## config.mk

```make
export PLATFORM = sky130hd
export DESIGN_NAME = receive_all
export DESIGN_NICKNAME = d
export VERILOG_FILES = /design/src/rtl/receive_all_pkg.sv /design/src/rtl/receive_single.sv /design/src/rtl/receive_all.sv
export SDC_FILE = /design/constraint.sdc
export NUM_CORES = 1
export LEC_CHECK = 0
export BUFFER_PORTS_ARGS = -buffer_cell sky130_fd_sc_hd__buf_2
export CAP_MARGIN = 20
export CELL_PAD_IN_SITES_DETAIL_PLACEMENT = 1
export CELL_PAD_IN_SITES_GLOBAL_PLACEMENT = 2
export CORE_AREA = 4 4 82 84
export DETAILED_ROUTE_END_ITERATION = 12
export DIE_AREA = 0 0 86 88
export PLACE_DENSITY_LB_ADDON = 0.1
export SYNTH_ARGS = -nofsm -noshare
export SYNTH_HDL_FRONTEND = slang
export SYNTH_HIERARCHICAL = 1
export SYNTH_SLANG_ARGS = --single-unit
```

## constraint.sdc

```tcl
create_clock -name clk -period 1.7 [get_ports clk]
set_input_delay 0 -clock clk [delete_from_list [all_inputs] [get_ports clk]]
set_output_delay 0 -clock clk [all_outputs]
set_load 0.05 [all_outputs]
```

## src/rtl/receive_all_pkg.sv

```systemverilog
// Shared definitions for the inter-board Request/Ack receiver: word/field widths,
// message-type codes agreed with send_all and GameControl, and FSM state types.
package receive_all_pkg;

   localparam int WORD_W     = 6;
   localparam int MSG_TYPE_W = 3;
   localparam int NUMBER_W   = 5;

   localparam logic [MSG_TYPE_W-1:0] MSG_NONE   = 3'd0;
   localparam logic [MSG_TYPE_W-1:0] MSG_START  = 3'd1;
   localparam logic [MSG_TYPE_W-1:0] MSG_MOVE   = 3'd2;
   localparam logic [MSG_TYPE_W-1:0] MSG_SCORE  = 3'd3;
   localparam logic [MSG_TYPE_W-1:0] MSG_RESULT = 3'd4;
   localparam logic [MSG_TYPE_W-1:0] MSG_END    = 3'd7;

   typedef enum logic {
      WAIT_REQ,
      ACK_HIGH
   } single_state_t;

   typedef enum logic {
      WAIT_TYPE,
      WAIT_NUM
   } all_state_t;

endpackage

```

## src/rtl/receive_single.sv

```systemverilog
// One-word receiver: synchronizes Request/data from the other board's clock domain
// and runs the 4-phase Request/Ack handshake, emitting one word_valid per Request pulse.
module receive_single
   import receive_all_pkg::*;
#(
   parameter int SYNC_STAGES = 2
) (
   input  logic              clk,
   input  logic              rst,
   input  logic              request,
   input  logic [WORD_W-1:0] data,
   output logic              ack,
   output logic [WORD_W-1:0] word,
   output logic              word_valid
);

   logic [SYNC_STAGES-1:0] req_sync;
   logic [SYNC_STAGES-1:0] fill;
   logic [WORD_W-1:0]      data_sync [SYNC_STAGES];
   logic                   req_s;
   logic [WORD_W-1:0]      data_s;
   logic                   armed;
   logic                   capture;
   single_state_t          state;
   single_state_t          state_nxt;

   assign req_s  = req_sync[SYNC_STAGES-1];
   assign data_s = data_sync[SYNC_STAGES-1];

   // fill marks when req_s carries a real post-reset sample rather than the cleared chain,
   // so a Request held high across reset cannot arm the receiver through a fake 0.
   always_ff @(posedge clk) begin
      if (rst) begin
         req_sync <= '0;
         fill     <= '0;
         for (int i = 0; i < SYNC_STAGES; i++) begin
            data_sync[i] <= '0;
         end
      end else begin
         req_sync     <= {req_sync[SYNC_STAGES-2:0], request};
         fill         <= {fill[SYNC_STAGES-2:0], 1'b1};
         data_sync[0] <= data;
         for (int i = 1; i < SYNC_STAGES; i++) begin
            data_sync[i] <= data_sync[i-1];
         end
      end
   end

   always_ff @(posedge clk) begin
      if (rst) begin
         armed <= 1'b0;
      end else if (fill[SYNC_STAGES-1] && !req_s) begin
         armed <= 1'b1;
      end
   end

   always_comb begin
      state_nxt = state;
      capture   = 1'b0;
      case (state)
         WAIT_REQ: begin
            if (armed && req_s) begin
               state_nxt = ACK_HIGH;
               capture   = 1'b1;
            end
         end
         ACK_HIGH: begin
            if (!req_s) begin
               state_nxt = WAIT_REQ;
            end
         end
         default: state_nxt = WAIT_REQ;
      endcase
   end

   always_ff @(posedge clk) begin
      if (rst) begin
         state      <= WAIT_REQ;
         ack        <= 1'b0;
         word       <= '0;
         word_valid <= 1'b0;
      end else begin
         state      <= state_nxt;
         ack        <= (state_nxt == ACK_HIGH);
         word_valid <= capture;
         if (capture) begin
            word <= data_s;
         end
      end
   end

endmodule

```

## src/rtl/receive_all.sv

```systemverilog
// Inter-board message receiver: assembles two handshaked words (type, number) into one
// recv_en pulse, dropping a half-received message after TIMEOUT_CYCLES.
module receive_all
   import receive_all_pkg::*;
#(
   parameter int SYNC_STAGES    = 2,
   parameter int TIMEOUT_CYCLES = 1024
) (
   input  logic                  clk,
   input  logic                  rst,
   input  logic                  interboard_rst,
   input  logic                  Request_in,
   input  logic [WORD_W-1:0]     inter_data_in,
   output logic                  Ack_out,
   output logic                  recv_en,
   output logic [MSG_TYPE_W-1:0] recv_msg_type,
   output logic [NUMBER_W-1:0]   recv_number,
   output logic                  recv_busy,
   output logic                  recv_timeout
);

   localparam int                 TIMER_W    = $clog2(TIMEOUT_CYCLES);
   localparam logic [TIMER_W-1:0] TIMER_LAST = TIMER_W'(TIMEOUT_CYCLES - 1);

   logic                  rst_all;
   logic [WORD_W-1:0]     word;
   logic                  word_valid;
   logic                  unused_word_msb;

   all_state_t            state;
   all_state_t            state_nxt;
   logic [TIMER_W-1:0]    timer;
   logic [TIMER_W-1:0]    timer_nxt;
   logic [MSG_TYPE_W-1:0] type_r;
   logic [MSG_TYPE_W-1:0] type_nxt;
   logic [MSG_TYPE_W-1:0] msg_type_nxt;
   logic [NUMBER_W-1:0]   number_nxt;
   logic                  en_nxt;
   logic                  timeout_nxt;

   assign rst_all         = rst | interboard_rst;
   assign unused_word_msb = word[WORD_W-1];

   receive_single #(
      .SYNC_STAGES (SYNC_STAGES)
   ) u_single (
      .clk        (clk),
      .rst        (rst_all),
      .request    (Request_in),
      .data       (inter_data_in),
      .ack        (Ack_out),
      .word       (word),
      .word_valid (word_valid)
   );

   // A word arriving on the last timer cycle still completes the message.
   always_comb begin
      state_nxt    = state;
      timer_nxt    = timer;
      type_nxt     = type_r;
      msg_type_nxt = recv_msg_type;
      number_nxt   = recv_number;
      en_nxt       = 1'b0;
      timeout_nxt  = 1'b0;
      case (state)
         WAIT_TYPE: begin
            if (word_valid) begin
               type_nxt  = word[MSG_TYPE_W-1:0];
               timer_nxt = '0;
               state_nxt = WAIT_NUM;
            end
         end
         WAIT_NUM: begin
            if (word_valid) begin
               msg_type_nxt = type_r;
               number_nxt   = word[NUMBER_W-1:0];
               en_nxt       = 1'b1;
               state_nxt    = WAIT_TYPE;
            end else if (timer == TIMER_LAST) begin
               timeout_nxt = 1'b1;
               state_nxt   = WAIT_TYPE;
            end else begin
               timer_nxt = timer + TIMER_W'(1);
            end
         end
         default: state_nxt = WAIT_TYPE;
      endcase
   end

   always_ff @(posedge clk) begin
      if (rst_all) begin
         state         <= WAIT_TYPE;
         timer         <= '0;
         type_r        <= '0;
         recv_msg_type <= '0;
         recv_number   <= '0;
         recv_en       <= 1'b0;
         recv_timeout  <= 1'b0;
         recv_busy     <= 1'b0;
      end else begin
         state         <= state_nxt;
         timer         <= timer_nxt;
         type_r        <= type_nxt;
         recv_msg_type <= msg_type_nxt;
         recv_number   <= number_nxt;
         recv_en       <= en_nxt;
         recv_timeout  <= timeout_nxt;
         recv_busy     <= (state_nxt == WAIT_NUM);
      end
   end

endmodule

```

==> results of run 1 <==
[worst max-delay path by stage]
stage | from | end | slack [ns] | depth (start not counted)
detailed placement | timer[0]$_SDFFE_PP0P_ | timer[8]$_SDFFE_PP0P_ | -0.05 | 5
global placement | timer[0]$_SDFFE_PP0P_ | timer[7]$_SDFFE_PP0P_ | 0.04 | 5
floorplan | state$_SDFF_PP0_ | timer[2]$_SDFFE_PP0P_ | 0.007 | 5
finish | timer[1]$_SDFFE_PP0P_ | timer[8]$_SDFFE_PP0P_ | 0.07 | 5
CTS | timer[8]$_SDFFE_PP0P_ | timer[3]$_SDFFE_PP0P_ | 0.01 | 4
global route | timer[1]$_SDFFE_PP0P_ | timer[8]$_SDFFE_PP0P_ | -0.005 | 5
[final cells by class]
| class | instances | share of cell area |
|---|---|---|
| flip-flops and latches | 46 | 0.409 |
| well taps | 75 | 0.0415 |
| clock buffers | 6 | 0.0321 |
| clock inverters | 2 | 0.00609 |
| inverters | 7 | 0.0116 |
| repair buffers | 45 | 0.134 |
| multi-input cells | 131 | 0.366 |
[state kept, by name (all words and copies together) (netlist names), 2 cells and up]
name	cells
timer	10
u_single/data_sync	10
recv_number	5
u_single/word	5
recv_msg_type	3
type_r	3
u_single/fill	2
u_single/req_sync	2
[power breakdown]
group | switching, uW | internal [uW]
registers | 2.24 | 1090
clock network | 369 | 290
logic | 27.3 | 30.2
total | 398 | 1410
[worst max-delay path, delay by kind of cell, from the launching register on]
kind                       cells  cell delay (ns)
DFF                            1             0.36
adders and majority gates      1             0.13
and+or+nand+nor                2             0.52
AOI/OAI and AO/OA              2             0.56
[what timing repair did]
action / in CTS / in global routing
pin swaps: 2 / 4
hold buffers: 6 / 0
endpoints found under the setup margin: 5 / 7
buffers inserted: 1 / 1
endpoints found under the hold margin: 6 / 0
gates cloned: 0 / 0
gates resized for setup: 0 / 8
[through the flow]
stage	total power [uW]	std cells	utilization	hold slack, ns	worst slack (ns)
final	1810	312	0.382	0.0327	0.0686
after global routing	1910	312	0.382	0.0149	-0.00490
after CTS	1850	311	0.375	0.0177	0.0140
after detailed placement	1160	296	0.349	0.220	-0.0478
after global placement	1160	296	0.349	0.209	0.0358
after floorplan	1140	193	-	0.128	0.00703
[per-layer routing]
layer / share of wire / up-vias / GRT usage / routed length (um)
li1: - / 748 / - / -
met1: 0.47 / 702 / 0.155 / 1950
met5: 0 / - / 0 / 0
met3: 0.033 / 5 / 0.0310 / 137
met4: 0.015 / 0 / 0.0518 / 61
met2: 0.48 / 23 / 0.214 / 2000
==> flow_summary_export.csv, run 1 <==
group,metric,value,unit
layout,finalInstanceArea,2260,um^2
layout,layout_commonest_cell,"dfxtp_1",
floorplan,ios,22,
detailed_routing,ant_nets,0,
setup_path,cpPeakStageDelay,0.42,ns
floorplan,num_rows,28,
synthesis,syn-num-nets,204,
sta,worstMarginPinSlew,0.360,ns
flow_run,cap_viol_max_count,0,
global_routing,grt_usage,0.127,
cts,cts-buffers-inserted,5,
detailed_routing,dr.pass1.iters,4,
synthesis,syn_area,1790,um^2
sta,hold_violations,0,
layout,multi_input_area,827,um^2
setup_path,r2r_end,"timer[8]$_SDFFE_PP0P_",
place,gp_congestion,0.758,
floorplan,die_w,86,um
cts,cts_tree,"done",
setup_path,cp.required,1.94,ns
setup_path,startpoint_type,"register",
sta,min_period_over_period,0.960,
worst_hold_path,hp-start,"rst",
setup_path,path_class,"reg -> reg",
layout,area_growth_syn_to_layout,26.5,%
synthesis,ys_warn_count,6,
floorplan,die_h,88,um
setup_path,rr_worst_depth,5,
run_status,outcome,"completed",
synthesis,synth.avg_cell_area,9.26,um^2
cts,cts_sinks,46,
place,placed_area,2060,um^2
place,io_buffers,20,
sta,fin_skew,0.00226,ns
detailed_routing,vias_per_cell,4.74,
global_routing,antenna_found_initial,0,
pwr,leakage,0.000847,uW
layout,seqCellArea,925,um^2
cts,clockBufferDepth,2,
layout,drive_gt1_frac,0.232,
floorplan,core_area,5920,um^2
sta,max_freq,613,MHz
worst_hold_path,holdPathEnd,"recv_timeout$_SDFF_PP0_",
sta,fin_crit,1.63,ns
place,hpwl,3.00,mm
pwr,powerDensity,798,nW/um^2
worst_hold_path,hold_depth,4,
sta,rsz0062_at_grt,"yes",
synthesis,synth_cells,193,
detailed_routing,vias,1478,
cts,cts_root_buffer,"clkbuf_8",
cts,path_clk_slew,0.08,ns
setup_path,reg2reg_slack,0.07,ns
setup_path,cp_slowest_cell,"or3_4",
layout,diodes,0,
worst_hold_path,hold_class,"in -> reg",
setup_path,crit_fanout,5,
global_routing,grt_pass1_vias,1601,
layout,fill_cells,711,
cts,clk_latency,0.30,ns
setup_path,crit_path_end_kind,"register",
sta,final_max_slew_viol_count,0,
sta,tns,0,ns
layout,nets,247,
global_routing,grt_max_degree,31,
setup_path,r2r-start,"timer[1]$_SDFFE_PP0P_",
sta,finalSetupViolCount,0,
layout,final_cell_mix,"dfxtp_1, nand2_1, buf_2",
global_routing,grt_pass1_wl,7.59,mm
global_routing,grt-ovfl-total,0,
detailed_routing,wl_per_cell,13.3,um
floorplan,dieArea,7570,um^2
floorplan,start_util,0.302,
detailed_routing,drtIter0Drc,52,
setup_path,arrival,1.87,ns
detailed_routing,wl,4.14,mm
detailed_routing,drcViolationCount,0,
setup_path,crit_chain,"ha_4 -> nand4_1 -> or3_4 -> a211oi_4 -> a221o_1",
pwr,max-vdd-ir-drop,0.000420,V
sta,relSlewSlack,0.757,
cts,cts_max_level,2,
(Power assumes the default switching activity.)
==> inputs of run 2 (changes only) <==
CAP_MARGIN = unset   (was 20)
CORE_AREA = 10 10 88 90   (was 4 4 82 84)
DIE_AREA = 0 0 98 100   (was 0 0 86 88)
==> run 2 against run 1 <==
Net effect: worst setup slack lost 0.023 ns; utilization shrank 1.1 points; largest cell class unchanged; final area grew 0.72%; highest routed layer unchanged; clock-buffer cell count grew 1; first-iteration DRC count grew 35%; clock power grew 7.7%; largest power group unchanged; non-clock buffer count grew 1; combinational power grew 1%; via count grew 1.4%.
==> flow_summary_export.csv, run 2 (synthesis gave the netlist of run 1 again) <==
group,metric,value,unit
sta,rsz0062_at_grt,"yes",
layout,fin_util,0.371,
cts,cts_root_buffer,"clkbuf_8",
place,io_buffers,20,
setup_path,rr_worst_depth,5,
layout,area_growth_syn_to_layout,27.5,%
detailed_routing,wl,4.55,mm
place,hpwl,3.28,mm
flow_run,cap_viol_max_count,0,
layout,final_cells,315,
setup_path,crit_path_end_kind,"register",
setup_path,crit_family,"compound AO/OA/AOI/OAI gates",
layout,nets,248,
sta,hold_violations,0,
pwr,max-vdd-ir-drop,0.000345,V
layout,final_cell_mix,"dfxtp_1, nand2_1, buf_2, buf_4, a21oi_1",
floorplan,num_rows,29,
detailed_routing,wl_per_cell,14.4,um
setup_path,setup.worst_path.start,"timer[1]$_SDFFE_PP0P_",
setup_path,critPathBufInv,0,
pwr,leakage,0.000850,uW
setup_path,crit_cells,5,
setup_path,reg2reg_slack,0.05,ns
setup_path,crit_end,"timer[8]$_SDFFE_PP0P_",
setup_path,cpPeakStageDelay,0.42,ns
floorplan,ios,22,
cts,path_clk_slew,0.08,ns
floorplan,start_util,0.291,
global_routing,antenna_found_initial,0,
floorplan,dieArea,9800,um^2
layout,multi_input_area,825,um^2
setup_path,cp.required,1.94,ns
global_routing,grt_pass1_vias,1611,
run_status,outcome,"completed",
detailed_routing,vias,1499,
floorplan,core_area,6130,um^2
setup_path,crit_fanout,5,
global_routing,grt_pass1_wl,7.61,mm
setup_path,crit_chain,"ha_4 -> nand4_1 -> or3_4 -> a211oi_4 -> a221o_1",
sta,fin_crit,1.65,ns
sta,fin_skew,0.00954,ns
setup_path,r2r-start,"timer[1]$_SDFFE_PP0P_",
global_routing,grt_max_degree,29,
setup_path,arrival,1.89,ns
setup_path,cp_slowest_cell,"or3_4",
global_routing,grt_usage,0.0938,
cts,cts-buffers-inserted,5,
sta,finalSetupViolCount,0,
sta,relSlewSlack,0.764,
pwr,powerDensity,815,nW/um^2
layout,seqCellArea,925,um^2
detailed_routing,drtIter0Drc,70,
layout,drive_gt1_frac,0.239,
cts,cts_tree,"done",
floorplan,die_w,98,um
place,dp.cells,297,
layout,diodes,0,
global_routing,grt-ovfl-total,0,
setup_path,startpoint_type,"register",
detailed_routing,dr.pass1.iters,4,
cts,cts_max_level,2,
detailed_routing,vias_per_cell,4.76,
sta,max_freq,604,MHz
layout,fill_cells,719,
cts,clockBufferDepth,2,
cts,clk_latency,0.30,ns
sta,worstMarginPinSlew,0.352,ns
cts,cts_sinks,46,
floorplan,die_h,100,um
setup_path,path_class,"reg -> reg",
sta,final_max_slew_viol_count,0,
worst_hold_path,hold_class,"in -> reg",
layout,layout_commonest_cell,"dfxtp_1",
place,gp_congestion,0.776,
detailed_routing,ant_nets,0,
layout,top_regs,"timer x10, u_single/data_sync x10",
sta,min_period_over_period,0.973,
setup_path,r2r_end,"timer[8]$_SDFFE_PP0P_",
sta,whs,0.0868,ns
detailed_routing,drcViolationCount,0,
run 2: cell count changes in the layout (fill, tap and decap cells not counted):
cell / delta
clkbuf_8: +1
buf_4: +1
nor4b_1: -1
nand4_2: +1
inv_6: +1
clkinv_4: -1
nor4b_2: +1
clkinv_2: -1
nand4_4: -1
run 2: power breakdown:
group	total, uW	internal [uW]	switching [uW]
clock	710	336	373
combinational	58.1	30.2	27.9
sequential	1090	1090	2.65
run 2: layout make-up:
class,instances,share of cell area
Multi-Input combinational cell,131,0.362
Timing Repair Buffer,46,0.136
Clock inverter,1,0.00385
Inverter,7,0.0115
Sequential cell,46,0.406
Tap cell,77,0.0423
Clock buffer,7,0.0379
run 2: worst min-delay path by stage:
stage                                 from                                  end  slack (ns)  cells past startpoint
after CTS                              rst              recv_timeout$_SDFF_PP0_        0.06                      4
final                                  rst              recv_timeout$_SDFF_PP0_        0.09                      4
after floorplan           inter_data_in[0]  u_single/data_sync[0][0]$_SDFF_PP0_        0.13                      1
after detailed placement  inter_data_in[2]  u_single/data_sync[0][2]$_SDFF_PP0_        0.22                      2
after global routing                   rst              recv_timeout$_SDFF_PP0_         0.1                      4
after global placement    inter_data_in[1]  u_single/data_sync[0][1]$_SDFF_PP0_        0.21                      2
run 2: what timing repair did:
item	CTS	global route
endpoints found under the setup margin	7	6
setup buffers	2	2
pin swaps	4	4
resized for setup	2	6
hold buffers	6	0
endpoints found under the hold margin	6	0
run 2: stage by stage:
step / setup TNS, ns / total power, uW / instance area (um^2) / worst slack (ns)
finish: 0 / 1860 / 2280 / 0.0453
CTS: 0 / 1890 / 2230 / 0.0247
detailed placement: -0.588 / 1160 / 2060 / -0.126
global placement: -0.0742 / 1160 / 2060 / -0.0221
floorplan: 0 / 1140 / 1790 / 0.00703
global route: -0.0736 / 1940 / 2280 / -0.0244
run 2: per-layer routing:
metal	routed length, um	track usage
met1	1960	0.100
met3	197	0.0350
met2	2310	0.163
met5	0	0
met4	74	0.0391
run 2: worst min-delay path, stage by stage:
cell and delay [ns]:
buf_2 0.10, nor2_1 0.08, nand2_1 0.10, nor2_1 0.06
